**src/rtl/spi_ram_ctrl.sv**
```systemverilog
// -----------------------------------------------------------------------------
// spi_ram_ctrl
//
// Command-driven single-port RAM controller. Each valid command frame on din
// carries a 2-bit opcode in its top bits and a payload in its low bits:
//   00 : load write address     01 : write payload to mem[wr_addr]
//   10 : load read address      11 : read mem[rd_addr] into dout
// Read data is presented on a valid/ready handshake (tx_valid/tx_ready). A read
// issued while earlier data is still unconsumed and the consumer is not taking
// it on the same edge is dropped and flagged on rd_drop for one cycle.
//
// Configuration macro:
//   RAM_AUTOINC_EN : when defined, each executed write post-increments wr_addr
//                    and each accepted read post-increments rd_addr, wrapping
//                    from MEM_DEPTH-1 to 0.
//
// Parameters:
//   ADDR_W    address width in bits
//   DATA_W    memory word width in bits
//   MEM_DEPTH number of words (<= 2**ADDR_W); addresses are reduced modulo it
//
// Ports:
//   clk       in   clock, rising edge
//   rst_n     in   asynchronous active-low reset
//   din       in   command frame, [MSB:MSB-1] opcode, low bits payload
//   rx_valid  in   din valid this cycle
//   tx_ready  in   consumer accepts dout this cycle
//   dout      out  registered read data
//   tx_valid  out  dout holds unconsumed read data
//   rd_drop   out  one-cycle pulse: a read command was discarded
// -----------------------------------------------------------------------------
module spi_ram_ctrl #(
  parameter int ADDR_W    = 8,
  parameter int DATA_W    = 8,
  parameter int MEM_DEPTH = 2 ** ADDR_W
) (
  input  logic                                            clk,
  input  logic                                            rst_n,
  input  logic [((ADDR_W > DATA_W) ? ADDR_W : DATA_W)+1:0] din,
  input  logic                                            rx_valid,
  input  logic                                            tx_ready,
  output logic [DATA_W-1:0]                               dout,
  output logic                                            tx_valid,
  output logic                                            rd_drop
);

  localparam int FRAME_W = ((ADDR_W > DATA_W) ? ADDR_W : DATA_W) + 2;
  localparam int IDX_W   = (MEM_DEPTH > 1) ? $clog2(MEM_DEPTH) : 1;
  // Depth held one bit wider than an address so 2**ADDR_W is representable.
  localparam logic [ADDR_W:0] DEPTH_L = (ADDR_W + 1)'(MEM_DEPTH);

  localparam logic [1:0] OP_WADDR = 2'b00;
  localparam logic [1:0] OP_WRITE = 2'b01;
  localparam logic [1:0] OP_RADDR = 2'b10;
  localparam logic [1:0] OP_READ  = 2'b11;

  typedef enum logic {
    IDLE = 1'b0,
    HOLD = 1'b1
  } state_t;

  // Reduce a stored address into the physical word range.
  function automatic logic [IDX_W-1:0] to_index(input logic [ADDR_W-1:0] a);
    to_index = IDX_W'({1'b0, a} % DEPTH_L);
  endfunction

`ifdef RAM_AUTOINC_EN
  localparam logic [IDX_W-1:0] LAST_IDX = IDX_W'(MEM_DEPTH - 1);

  // Post-increment of a reduced index, wrapping at the top of memory.
  function automatic logic [ADDR_W-1:0] next_index(input logic [IDX_W-1:0] i);
    if (i == LAST_IDX) begin
      next_index = {ADDR_W{1'b0}};
    end else begin
      next_index = ADDR_W'(i) + ADDR_W'(1);
    end
  endfunction
`endif

  logic [DATA_W-1:0] mem [MEM_DEPTH];

  state_t            state_q,   state_d;
  logic [DATA_W-1:0] dout_q,    dout_d;
  logic              rd_drop_q, rd_drop_d;
  logic [ADDR_W-1:0] wr_addr_q, wr_addr_d;
  logic [ADDR_W-1:0] rd_addr_q, rd_addr_d;

  logic [1:0]        opcode_s;
  logic              wr_cmd_s;
  logic              rd_cmd_s;
  logic              rd_accept_s;
  logic              rd_discard_s;
  logic [IDX_W-1:0]  wr_idx_s;
  logic [IDX_W-1:0]  rd_idx_s;

  assign opcode_s = din[FRAME_W-1 -: 2];
  assign wr_idx_s = to_index(wr_addr_q);
  assign rd_idx_s = to_index(rd_addr_q);

  // Command decode and read acceptance: a read is taken unless old data is
  // still pending and the consumer is not draining it on this edge.
  always_comb begin
    wr_cmd_s     = rx_valid && (opcode_s == OP_WRITE);
    rd_cmd_s     = rx_valid && (opcode_s == OP_READ);
    rd_accept_s  = rd_cmd_s && ((state_q == IDLE) || tx_ready);
    rd_discard_s = rd_cmd_s && (state_q == HOLD) && !tx_ready;
  end

  // Next-state logic for the handshake FSM, read data and address registers.
  always_comb begin
    state_d   = state_q;
    dout_d    = dout_q;
    rd_drop_d = rd_discard_s;
    wr_addr_d = wr_addr_q;
    rd_addr_d = rd_addr_q;

    case (state_q)
      IDLE: begin
        if (rd_accept_s) begin
          state_d = HOLD;
        end else begin
          state_d = IDLE;
        end
      end
      HOLD: begin
        if (rd_accept_s) begin
          state_d = HOLD;
        end else if (tx_ready) begin
          state_d = IDLE;
        end else begin
          state_d = HOLD;
        end
      end
      default: state_d = IDLE;
    endcase

    if (rd_accept_s) begin
      dout_d = mem[rd_idx_s];
    end else begin
      dout_d = dout_q;
    end

    if (rx_valid) begin
      case (opcode_s)
        OP_WADDR: wr_addr_d = din[ADDR_W-1:0];
        OP_RADDR: rd_addr_d = din[ADDR_W-1:0];
`ifdef RAM_AUTOINC_EN
        OP_WRITE: wr_addr_d = next_index(wr_idx_s);
        OP_READ: begin
          if (rd_accept_s) begin
            rd_addr_d = next_index(rd_idx_s);
          end else begin
            rd_addr_d = rd_addr_q;
          end
        end
`endif
        default: begin
          wr_addr_d = wr_addr_q;
          rd_addr_d = rd_addr_q;
        end
      endcase
    end else begin
      wr_addr_d = wr_addr_q;
      rd_addr_d = rd_addr_q;
    end
  end

  // Control and output registers; reset drops any pending read data.
  always_ff @(posedge clk or negedge rst_n) begin
    if (!rst_n) begin
      state_q   <= IDLE;
      dout_q    <= {DATA_W{1'b0}};
      rd_drop_q <= 1'b0;
      wr_addr_q <= {ADDR_W{1'b0}};
      rd_addr_q <= {ADDR_W{1'b0}};
    end else begin
      state_q   <= state_d;
      dout_q    <= dout_d;
      rd_drop_q <= rd_drop_d;
      wr_addr_q <= wr_addr_d;
      rd_addr_q <= rd_addr_d;
    end
  end

  // Storage array; deliberately not reset so contents survive rst_n.
  always_ff @(posedge clk) begin
    if (wr_cmd_s) begin
      mem[wr_idx_s] <= din[DATA_W-1:0];
    end
  end

  assign dout     = dout_q;
  assign tx_valid = (state_q == HOLD);
  assign rd_drop  = rd_drop_q;

endmodule
```
**config.mk**
```make
export PLATFORM = sky130hd
export DESIGN_NAME = spi_ram_ctrl
export DESIGN_NICKNAME = d
export VERILOG_FILES = /design/src/rtl/spi_ram_ctrl.sv
export SDC_FILE = /design/constraint.sdc
export NUM_CORES = 2
export LEC_CHECK = 0
export ABC_AREA = 0
export BUFFER_PORTS_ARGS = -buffer_cell sky130_fd_sc_hd__buf_2
export CAP_MARGIN = 20
export CORE_AREA = 2 2 575 577
export CTS_BUF_LIST = sky130_fd_sc_hd__clkbuf_8
export CTS_CLUSTER_DIAMETER = 60
export DETAILED_ROUTE_END_ITERATION = 7
export DIE_AREA = 0 0 577 579
export HOLD_SLACK_MARGIN = 0.12
export PLACE_DENSITY_LB_ADDON = 0.12
export REMOVE_ABC_BUFFERS = 1
export SLEW_MARGIN = 20
export SYNTH_ARGS = -nofsm -noshare
export SYNTH_HDL_FRONTEND = slang
export SYNTH_SLANG_ARGS = --single-unit
```
**constraint.sdc**
```tcl
create_clock -name clk -period 2.47 [get_ports clk]
set_input_delay 0.494 -clock clk [delete_from_list [all_inputs] [get_ports clk]]
set_output_delay 0.494 -clock clk [all_outputs]
set_load 0.1 [all_outputs]
```
==> results.py <==
metrics = {
    "placement": {
        "place_inst": 9145,
        "place_congestion": 0.790,
        "place_area_mm2": 0.0936,
        "dpl.hpwl_um": 184000,
        "io_buffers": 23,
    },
    "layout": {
        "final_area_mm2": 0.104,
        "drive_gt1_frac": 0.355,
        "final_cells": 9947,
        "utilization": 0.317,
        "nets": 5277,
        "final.fill_count": 31900,
        "area_delta_synth_final_pct": 27.5,
    },
    "worst_setup_path": {
        "ff2ff_path_depth": 12,
        "endpoint_kind": "register",
        "r2r-end": "dout[5]$_DFFE_PN0P_",
        "crit_start": "rd_addr_q[0]$_DFFE_PN0P_",
        "worst_ep_arrival_time_ps": 3810,
        "crit_top_cell": "buf_12",
        "critPathRequiredTime_ps": 3400,
        "worstSetupPathType": "reg2reg",
        "crit_fanout": 6,
        "critPathLaunchType": "register",
        "worstReg2RegStart": "rd_addr_q[0]$_DFFE_PN0P_",
        "reg2reg_slack_ps": -420,
        "critical_path.cell_chain": "buf_12, buf_12, buf_12, buf_16, mux4_2, mux2i_2, nor2_1, a2111oi_2, buf_4, a2111oi_4, a32oi_1, o31ai_2",
        "cpMaxStageDelayCell": "mux4_2",
        "cpPeakStageDelay_ps": 510,
    },
    "synth": {
        "yosys_register_bits": 2074,
        "synth_edf_count": 2048,
        "syn_area_mm2": 0.0817,
        "synthCells": 4130,
        "synth_ff_type": "edfxtp_1",
        "ys_warn_count": 0,
        "syn_avg_cell_area_um2": 19.8,
        "ys_seq_area_frac": 0.761,
        "ys_types": 61,
        "synthArstFlopShare": 0.0125,
    },
    "drt": {
        "first_pass_iters": 7,
        "drcViolationCount": 0,
        "vias": 44800,
        "drtIter0Drc": 3241,
        "vias_per_cell": 4.50,
        "drt-total-wl_um": 281000,
        "wl_per_cell_um": 28.3,
        "ant_nets": 0,
    },
    "power_and_ir_drop": {
        "p_seq_frac": 0.451,
        "intPower_mw": 61.6,
        "p_sw_mw": 25.2,
        "leakagePower_nw": 35.1,
        "switching_share": 0.290,
        "pwr-share-comb": 0.198,
        "p_total_mw": 86.9,
        "clock_power_share": 0.351,
        "power_density_mw_per_mm2": 834,
        "peakVddDrop_mv": 0.397,
    },
    "timing": {
        "period_needed_ps": 2890,
        "tightest_slew_ps": 736,
        "rsz0062_at_grt": "yes",
        "slew_headroom": 0.510,
        "hold_viol": 0,
        "finalCritPeriodShare": 1.17,
        "fmax_ghz": 0.346,
        "setup_slack_ps": -416,
        "slew_violations": 0,
        "finClkSkew_ps": 100,
        "setup_viol": 8,
        "whs_ps": 379,
    },
    "clock_tree": {
        "htree_levels": 5,
        "cts_tree": "yes",
        "numCtsBuffers": 383,
        "clk_pin_slew_worst_paths_ps": 60,
        "clk_latency_ps": 1070,
        "cts_max_path_buffers": 4,
        "root_buffer": "clkbuf_8",
        "cts_sinks": 2074,
    },
    "hold_path": {
        "min_from": "tx_ready",
        "hold_path_class": "in2reg",
        "whs_path_depth": 5,
        "hold_path_end": "tx_valid$_DFF_PN0_",
    },
    "die": {
        "floorplan.core_area_mm2": 0.329,
        "die-area_mm2": 0.334,
        "initial_core_util": 0.249,
        "die_h_um": 579,
        "num_io_pins": 24,
        "rows": 211,
        "die_x_um": 577,
    },
    "global_routing": {
        "grt_pass1_vias": 46300,
        "grt_pass1_wl_um": 386000,
        "track_usage": 0.166,
        "antenna_found_initial": 21,
        "grt.overflow.total": 0,
        "grt_max_degree": 93,
    },
    "status": {
        "status": "complete, but fails checks",
        "violations": "setup timing",
    },
    "run": {
        "max_cap_violations": 0,
    },
}
[state kept, by name (all words and copies together), names as in the netlist]
signal     cells
mem         2048
dout           8
rd_addr_q      8
wr_addr_q      8
rd_drop        1
tx_valid       1
[synth_stat cells, drive strengths merged (13+ instances only)]
cell	count	area share
a221oi	38	0.0043
dfrtp	26	0.0080
o21ai	62	0.0038
nor2	293	0.013
mux2i	438	0.054
buf	146	0.019
clkbuf	104	0.0051
mux2	29	0.0040
o22ai	137	0.010
nor3	13	0.00080
nand3	34	0.0021
a2111oi	35	0.0041
nand2	97	0.0045
o221ai	57	0.0063
a211o	18	0.0019
edfxtp	2048	0.75
a21oi	81	0.0050
a211oi	45	0.0041
mux4	299	0.086
[how the worst max path moves through the flow]
stage,to,slack (ps),depth (start not counted)
after global placement,dout[5]$_DFFE_PN0P_,-2150,9
final,dout[5]$_DFFE_PN0P_,-420,12
after global routing,dout[4]$_DFFE_PN0P_,-520,14
after CTS,dout[7]$_DFFE_PN0P_,-390,11
after detailed placement,dout[2]$_DFFE_PN0P_,-1180,12
after floorplan,dout[5]$_DFFE_PN0P_,-25070,7
[per-stage QoR]
stage / TNS, ps / worst slack [ps]
final: -3050 / -416
after global routing: -3510 / -518
after CTS: -3000 / -392
after detailed placement: -8080 / -1180
after global placement: -9680 / -2150
after floorplan: -225550 / -25070
[what timing repair did]
action                                  in CTS  in global routing
setup buffers                               56                  9
gates cloned                                22                  2
pin swaps                                   62                 34
gates resized for setup                    360                 98
hold buffers                                17                  0
endpoints found under the setup margin      16                  9
hold endpoints to repair                  1674                  0
[layout by cell type (no fill, tap or decap), types with 20 or more instances in the layout]
cell / n
edfxtp_1: 2048
buf_4: 753
buf_6: 40
inv_1: 142
mux4_2: 247
buf_16: 31
o22ai_1: 121
a211oi_1: 28
nor2_1: 279
mux2i_1: 415
clkinv_2: 38
nand2_1: 81
a21oi_1: 54
mux2i_2: 20
a221oi_1: 22
o21ai_0: 29
a2111oi_4: 25
nand3_1: 24
clkbuf_8: 387
o221ai_1: 38
mux4_1: 52
buf_12: 126
mux2_2: 29
o21ai_1: 25
clkinv_1: 99
[logic make-up after synthesis]
group | Yosys count | synth area share
multiplexers | 766 | 0.143
flip-flops | 2074 | 0.761
AND/OR/NAND/NOR | 513 | 0.0270
AO/OA/AOI/OAI | 516 | 0.0442
buffers and inverters | 261 | 0.0247
[metal layers]
metal	GRT usage	part of all wire
met1	0.223	0.45
met2	0.272	0.48
met3	0.0298	0.048
met4	0.0523	0.030
met5	0	0.000043
[worst max-delay path, delay by kind of cell (launching register included)]
family                 cells  cell delay (ps)
AO/OA/AOI/OAI              4              670
buffers and inverters      5              760
flip-flops                 1              500
multiplexers               2              700
AND/OR/NAND/NOR            1               90
[power by group through the flow]
stage | clock [mW] | sequential [mW] | combinational, mW
after floorplan | 0 | 40.7 | 5.35
after global placement | 0 | 39.9 | 14.8
after detailed placement | 0 | 39.9 | 14.8
after CTS | 31.6 | 39.2 | 17.1
after global routing | 33.1 | 39.2 | 18.0
final | 30.5 | 39.2 | 17.2
[final cells by class]
class,instances,area (um2),area share
sequential,2074,62200,0.597
multi-input combinational,1795,19100,0.184
inverter,6,37.5,0.000360
timing repair buffer,1003,10300,0.0990
tap,4366,5460,0.0525
clock inverter,311,1650,0.0159
antenna,5,12.5,0.000120
clock buffer,387,5330,0.0512
No activity file was read; power rests on OpenSTA's default activity.
